File: config.mk
export PLATFORM = sky130hd
export DESIGN_NAME = reset_sequencer
export DESIGN_NICKNAME = d
export VERILOG_FILES = /design/src/rtl/reset_sequencer.sv
export SDC_FILE = /design/constraint.sdc
export NUM_CORES = 1
export LEC_CHECK = 0
export ABC_CLOCK_PERIOD_IN_PS = 2730
export CAP_MARGIN = 10
export CORE_UTILIZATION = 35
export CTS_BUF_LIST = sky130_fd_sc_hd__clkbuf_8
export DETAILED_ROUTE_END_ITERATION = 16
export SYNTH_ARGS = -nofsm -noshare
export SYNTH_HDL_FRONTEND = slang
export SYNTH_SLANG_ARGS = --single-unit
File: constraint.sdc
create_clock -name clk -period 2.73 [get_ports clk]
set_input_delay 0.546 -clock clk [delete_from_list [all_inputs] [get_ports clk]]
set_output_delay 0.546 -clock clk [all_outputs]
set_load 0.01 [all_outputs]
File: src/rtl/reset_sequencer.sv
// reset_sequencer: multi-channel boot/reset sequencer.
//
// All channel resets are asserted together, held for HOLD_CYCLES edges, then released one at a
// time in index order, STAGGER_CYCLES edges apart. Once every channel is released, the block
// sits in RUN. In RUN, each channel can be soft-reset on its own for HOLD_CYCLES cycles. A
// restart request, or the synchronous reset, rewinds the whole sequence.
//
// Ports:
//   clk         in   system clock, all logic on posedge
//   rst_n       in   synchronous active-low reset
//   start_i     in   restart request, sampled every edge (priority over chan_req_i)
//   chan_req_i  in   per-channel soft-reset request, level-sampled, honoured in RUN only
//   rst_o       out  active-high reset per channel (registered)
//   rst_n_o     out  ~rst_o
//   busy_o      out  any channel in reset
//   done_o      out  boot sequence completed (registered)
module reset_sequencer #(
    parameter int unsigned NUM_CHANNELS   = 4,
    parameter int unsigned CNT_WIDTH      = 8,
    parameter int unsigned HOLD_CYCLES    = 20,
    parameter int unsigned STAGGER_CYCLES = 4
) (
    input  logic                    clk,
    input  logic                    rst_n,
    input  logic                    start_i,
    input  logic [NUM_CHANNELS-1:0] chan_req_i,
    output logic [NUM_CHANNELS-1:0] rst_o,
    output logic [NUM_CHANNELS-1:0] rst_n_o,
    output logic                    busy_o,
    output logic                    done_o
);

    localparam int unsigned IDX_W = (NUM_CHANNELS > 1) ? $clog2(NUM_CHANNELS) : 1;

    // Counters compare against "last" values so a phase lasting C edges ends when the counter,
    // started at zero, reaches C-1 on the final edge of that phase.
    localparam logic [CNT_WIDTH-1:0]    HOLD_LAST = CNT_WIDTH'(HOLD_CYCLES - 1);
    localparam logic [CNT_WIDTH-1:0]    STAG_LAST = CNT_WIDTH'(STAGGER_CYCLES - 1);
    localparam logic [IDX_W-1:0]        IDX_LAST  = IDX_W'(NUM_CHANNELS - 1);
    localparam logic [NUM_CHANNELS-1:0] FIRST_CH  = NUM_CHANNELS'(1);

    typedef enum logic [1:0] {
        StHold    = 2'd0,
        StRelease = 2'd1,
        StRun     = 2'd2
    } state_e;

    state_e                    state_q;
    logic [CNT_WIDTH-1:0]      cnt_q;
    logic [IDX_W-1:0]          idx_q;
    logic [NUM_CHANNELS-1:0]   rst_q;
    logic                      done_q;
    logic [CNT_WIDTH-1:0]      soft_cnt_q [NUM_CHANNELS];
    logic [NUM_CHANNELS-1:0]   rel_mask;

    // One-hot of the channel due for release in RELEASE.
    always_comb begin
        rel_mask = '0;
        for (int k = 0; k < NUM_CHANNELS; k++) begin
            rel_mask[k] = (idx_q == IDX_W'(k));
        end
    end

    always_ff @(posedge clk) begin
        if (!rst_n || start_i) begin
            state_q <= StHold;
            cnt_q   <= '0;
            idx_q   <= '0;
            rst_q   <= '1;
            done_q  <= 1'b0;
            for (int k = 0; k < NUM_CHANNELS; k++) begin
                soft_cnt_q[k] <= '0;
            end
        end else begin
            case (state_q)
                StHold: begin
                    if (cnt_q == HOLD_LAST) begin
                        // Channel 0 is released on the final hold edge itself.
                        cnt_q <= '0;
                        rst_q <= rst_q & ~FIRST_CH;
                        if (NUM_CHANNELS == 1) begin
                            state_q <= StRun;
                            done_q  <= 1'b1;
                        end else begin
                            state_q <= StRelease;
                            idx_q   <= IDX_W'(1);
                        end
                    end else begin
                        cnt_q <= cnt_q + CNT_WIDTH'(1);
                    end
                end
                StRelease: begin
                    if (cnt_q == STAG_LAST) begin
                        cnt_q <= '0;
                        rst_q <= rst_q & ~rel_mask;
                        if (idx_q == IDX_LAST) begin
                            state_q <= StRun;
                            done_q  <= 1'b1;
                        end else begin
                            idx_q <= idx_q + IDX_W'(1);
                        end
                    end else begin
                        cnt_q <= cnt_q + CNT_WIDTH'(1);
                    end
                end
                StRun: begin
                    // In RUN a set rst_q bit can only be an active soft reset.
                    for (int k = 0; k < NUM_CHANNELS; k++) begin
                        if (chan_req_i[k]) begin
                            rst_q[k]      <= 1'b1;
                            soft_cnt_q[k] <= HOLD_LAST;
                        end else if (rst_q[k]) begin
                            if (soft_cnt_q[k] == '0) begin
                                rst_q[k] <= 1'b0;
                            end else begin
                                soft_cnt_q[k] <= soft_cnt_q[k] - CNT_WIDTH'(1);
                            end
                        end
                    end
                end
                default: begin
                    state_q <= StHold;
                    cnt_q   <= '0;
                    idx_q   <= '0;
                    rst_q   <= '1;
                    done_q  <= 1'b0;
                    for (int k = 0; k < NUM_CHANNELS; k++) begin
                        soft_cnt_q[k] <= '0;
                    end
                end
            endcase
        end
    end

    assign rst_o   = rst_q;
    assign rst_n_o = ~rst_q;
    assign busy_o  = |rst_q;
    assign done_o  = done_q;

endmodule

==> results.toml, run 1 <==
[setup_path]
end_kind = "flip-flop"
crit_family = "compound AO/OA/AOI/OAI gates"
critPathRequiredTime_ps = 2800
critPathBufInv = 1
path_class = "reg2reg"
cp-start-kind = "flip-flop"
crit_arrival_ps = 2290
cp_cell_sequence = "inv_1 -> ha_1 -> or4b_4 -> o311a_4 -> a221oi_2 -> a31oi_1"
critPathMaxFanout = 6
cp_slowest_stage_delay_ps = 510
slowest_stage = "or4b_4"

[clock_network]
cts.htree.levels = 2
cts_hold_buf = 0
cts_tree = "built"
cts_resized = 0
cts_sinks = 49
post_cts_buffers = 0
clock-root-buffer = "clkbuf_8"
numCtsBuffers = 5
path_clk_slew_ps = 100
cts_max_path_buffers = 2
clkLatencyLatePin_ps = 310

[timing]
clock_skew_ps = 8.134
slew_headroom = 0.6629
finalSetupViolCount = 0
hold_viol = 0
rsz0062_at_grt = "false"
max_freq_mhz = 449.0
tns_ps = 0
drv_slew = 0
min_period_over_period = 0.8158
whs_ps = 500.1
final.min_clock_period_ps = 2227
tightest_slew_ps = 503.9
setup_ws_ps = 502.9

[power]
power_switching_uw = 324.9
p_leak_nw = 1.207
sw_frac_of_total = 0.2479
pwr-share-clk = 0.337
irDropWorstVdd_v = 0.0001858
seqPwrFrac = 0.591
pwr_density_cell_mw_per_mm2 = 408.6
combPwrFrac = 0.071
internal-power_uw = 985.7

[floorplan]
start_util = 0.3628
ios = 17
floorplan.die.width_um = 91.73
die_area_mm2 = 0.008413
core_region_area_mm2 = 0.007767
rows = 32
die_h_um = 91.73

[synthesis]
yosysTopAreaCellShare = 0.2345
syn-num-nets = 325
yosysWarnings = 0
syn_inst = 309
synth_edf_count = 16
yosys_register_bits = 49
avgSynthCellArea_um2 = 9.119
async_flop_share = 0
synth_area_leaders = "dfxtp_1, edfxtp_1, nor2_1, ha_1, o21ai_0"
syn_area_mm2 = 0.002818
netlist-cell-type-count = 61
ys.flop_type = "dfxtp_1"
ys_seq_area_frac = 0.4050
synth.largest_area_cell = "dfxtp_1"

[placement]
gp_congestion = 0.8167
pre_cts_slack_ps = 399.5
dp.final_hpwl_um = 4498
io_buffers = 16

[global_routing]
antenna_found_initial = 0
grt_max_degree = 17
grt_pass1_wl_um = 10160
grt_pass1_vias = 2159
track_usage = 0.1514
grt_overflow = 0

[finish]
drive_gt1_frac = 0.08182
area_growth_syn_to_layout_pct = 13.85
fin_nets = 345
diodes = 0

[worst_hold_path]
hp-class = "reg2reg"

[job]
max-cap-violations = 0

[drt]
vias = 2303
drc_errors = 0
viasPerCell = 5.331
drtIter0Drc = 201
wl_per_cell_um = 13.98
wl_um = 6040
ant_nets = 0
firstDrtPassIters = 4

[outcome]
status = "finished, final reports clean"
[Yosys cell counts (all sizes together), types with 3 or more instances]
cell type,number
a211o,4
a211oi,5
a21o,4
a21oi,11
a31o,3
a31oi,6
clkbuf,9
dfxtp,33
edfxtp,16
ha,9
inv,22
mux2i,5
nand2,23
nand2b,9
nand3,6
nand4,3
nor2,31
nor2b,4
nor3,11
nor3b,5
o21a,4
o21ai,18
o31ai,3
or3,5
or4,4
xnor2,9
xor2,6
[metal layers]
layer / up-vias / GRT usage / part of all wire
met4: 0 / 0.05729 / 0.021
met1: 1082 / 0.2112 / 0.51
li1: 1171 / - / -
met5: - / 0 / 0
met2: 38 / 0.2306 / 0.43
met3: 12 / 0.02985 / 0.038
[through the flow]
step / power, mW / cells / area [um^2] / util
3_5_place_dp: 0.8851 / 424 / 3117 / 0.4013
3_3_place_gp: 0.8838 / 424 / 3117 / 0.4013
6_report: 1.311 / 432 / 3208 / 0.4130
2_1_floorplan: 0.8529 / 309 / 2818 / -
4_1_cts: 1.325 / 432 / 3208 / 0.4130
5_1_grt: 1.367 / 432 / 3208 / 0.4130
[flip-flops by register name (all words and copies together), names as in the netlist]
register and count:
idx_q 2, done_o 1, state_q 2, cnt_q 8, rst_o 4, soft_cnt_q 32
[power by group through the flow]
stage	clock (mW)	combinational, mW	sequential, mW
2_1_floorplan	0	0.0639	0.789
3_3_place_gp	0	0.0925	0.791
3_5_place_dp	0	0.0933	0.792
4_1_cts	0.456	0.0943	0.775
5_1_grt	0.485	0.105	0.777
6_report	0.442	0.0936	0.775
[area by class of cell]
| type | count | area (um^2) |
|---|---|---|
| Multi-Input combinational cell | 229 | 1560 |
| Tap cell | 102 | 127.6 |
| Sequential cell | 49 | 1141 |
| Timing Repair Buffer | 22 | 205.2 |
| Inverter | 22 | 82.58 |
| Clock inverter | 3 | 22.52 |
| Fill cell | 801 | 4559 |
| Clock buffer | 5 | 68.82 |
[path summary, 6_finish.rpt]
check	cells after the start	endpoint	slack, ps	startpoint
setup reg to reg	6	soft_cnt_q[1][4]	500	soft_cnt_q[0][0]
hold reg to reg	2	soft_cnt_q[3][3]	500	soft_cnt_q[3][3]
setup / recovery	6	soft_cnt_q[1][4]	500	soft_cnt_q[0][0]
hold / removal	2	soft_cnt_q[3][3]	500	soft_cnt_q[3][3]
[cells in the final DEF (no fill, tap or decap), types with 3 or more instances in the layout]
cell type        count
dfxtp_1             33
or4_1                4
nor3b_1              5
ha_1                 9
nand2_1             23
clkbuf_8             5
xor2_1               6
buf_4                6
clkinvlp_4           3
o31ai_1              3
a211o_1              4
nand2b_1             9
a31oi_1              6
clkdlybuf4s50_1     16
a21o_1               4
nor3_1              11
a211oi_1             5
nor2_1              31
or3_1                5
nand4_1              3
o21ai_0             18
a21oi_1             11
nand3_1              6
nor2b_1              4
xnor2_1              9
mux2i_1              5
o21a_1               4
inv_1               22
edfxtp_1            16
[worst reg2reg max path: cells and delay by family, from the launching register on]
family | cells | cell delay (ps)
fa+ha+maj | 1 | 210
flops | 1 | 330
compound gates | 3 | 850
buf+inv | 1 | 70
simple gates | 1 | 510
[logic make-up after synthesis]
logic type      synth area share
simple gates              0.2407
compound gates            0.2034
flops                     0.4050
buf+inv                  0.04130
xor+xnor                 0.04663
fa+ha+maj                0.03997
mux                      0.02309
Power figures use the tool's default switching activity.
==> run 2: changes to the inputs <==
Settings changed: ABC_CLOCK_PERIOD_IN_PS 2730 to 2100.
Clock period 2.73 ns to 2.1 ns, I/O delays scaled along.
==> results.toml, run 2 (same netlist as run 1, synthesis figures left out) <==
[outcome]
status = "finished, final reports clean"

[setup_path]
critPathMaxFanout = 6
crit_arrival_ps = 1630
cp-start-kind = "flip-flop"
end_kind = "output port"
path_class = "reg2out"
critPathRequiredTime_ps = 1680

[finish]
drive_gt1_frac = 0.1445
fin_nets = 361
area_growth_syn_to_layout_pct = 19.76
final_util = 0.4344
nFillCells = 797
final_cell_mix = "dfxtp_1, nor2_1, nand2_1"
multi_input_area_mm2 = 0.001602
largest_reg_flops = 32
final_common_cell = "dfxtp_1"
seq_area_mm2 = 0.001144
largest-register = "soft_cnt_q"
diodes = 0

[worst_hold_path]
hp-class = "reg2reg"

[drt]
firstDrtPassIters = 4
wl_um = 6565
vias = 2391
drc_errors = 0
ant_nets = 0
drtIter0Drc = 111
wl_per_cell_um = 14.65
viasPerCell = 5.337

[timing]
finalSetupViolCount = 0
max_freq_mhz = 488.7
slew_headroom = 0.6908
clock_skew_ps = 13.28
drv_slew = 0
hold_viol = 0
min_period_over_period = 0.9744
final.min_clock_period_ps = 2046
tightest_slew_ps = 463.8
tns_ps = 0

[global_routing]
antenna_found_initial = 0
use_met3 = 0.03234
grt_pass1_wl_um = 11210
gr-usage-met1 = 0.2207
grt_overflow = 0
grt.busiest_layer = "met2"
gr-usage-met2 = 0.2788
grt_max_degree = 18
track_usage = 0.1659
grt_pass1_vias = 2342

[power]
sw_frac_of_total = 0.2531
pwr-share-clk = 0.343
internal-power_mw = 1.297
pwr_density_cell_mw_per_mm2 = 514.5
combPwrFrac = 0.077
irDropWorstVdd_v = 0.0003726
p_leak_nw = 1.299
power.total_mw = 1.736
power_switching_uw = 439.4
seqPwrFrac = 0.581

[clock_network]
path_clk_slew_ps = 110
cts_sinks = 49
cts_tree = "built"
clkLatencyLatePin_ps = 310
post_cts_buffers = 0
cts.htree.levels = 2
numCtsBuffers = 5
cts_max_path_buffers = 2
clock-root-buffer = "clkbuf_8"
cts_hold_buf = 0

[floorplan]
die_h_um = 91.73
start_util = 0.3628
rows = 32
ios = 17
floorplan.die.width_um = 91.73
die_area_mm2 = 0.008413
core_region_area_mm2 = 0.007767

[job]
max-cap-violations = 0

[placement]
io_buffers = 16
dp.final_hpwl_um = 4945
gp_congestion = 0.8652
[run 2: changes by cell type in the layout (fill, tap and decap cells not counted), sizes merged]
cell | previous run | this run
buf | 6 | 22
clkinv | 0 | 1
clkinvlp | 3 | 1
inv | 22 | 23
[run 2: timing repair]
item | CTS | global route
pin swaps | 1 | 2
resized for setup | 1 | 9
setup endpoints to repair | 2 | 8
[run 2: layer usage]
metal / up-vias / routed length (um) / part of all wire
met4: 0 / 53 / 0.0081
li1: 1201 / - / -
met2: 33 / 3050 / 0.46
met5: - / 0 / 0
met1: 1153 / 3242 / 0.49
met3: 4 / 219 / 0.033
[run 2: worst max-delay path: stages, from the launching register on]
cell and delay, ps:
dfxtp_1 500, inv_1 160, nand4_1 130, clkdlybuf4s50_1 540
[run 2: layout make-up]
cell class | instances | share of cell area
Clock buffer | 5 | 0.02039
Clock inverter | 3 | 0.007416
Sequential cell | 49 | 0.3389
Tap cell | 102 | 0.03782
Timing Repair Buffer | 38 | 0.09640
Inverter | 22 | 0.02447
Multi-Input combinational cell | 229 | 0.4746
[run 2: worst paths after layout]
check | from | end | slack (ps) | cells after the start
worst max-delay path | rst_o[0] | busy_o | 50 | 3
worst min-delay path | done_o | done_o | 500 | 1
worst max register to register | soft_cnt_q[0][0] | soft_cnt_q[1][4] | 80 | 6
worst min register to register | done_o | done_o | 500 | 1
[run 2: power by group through the flow]
stage                     Clock [mW]  Combinational (mW)  Sequential, mW
after floorplan                    0              0.0831            1.03
after global placement             0               0.131            1.03
final                          0.595               0.133            1.01
after detailed placement           0               0.131            1.03
after global routing           0.641               0.150            1.01
after CTS                      0.612               0.133            1.01
[run 2: per-stage QoR]
stage	area, um^2	worst slack [ps]	hold WS (ps)	cells
after floorplan	2818	48.03	459.0	309
after global placement	3237	4.067	469.2	440
after detailed placement	3237	-22.75	473.6	440
after CTS	3342	14.60	498.9	448
after global routing	3374	-0.4317	536.7	448
final	3374	53.68	495.5	448
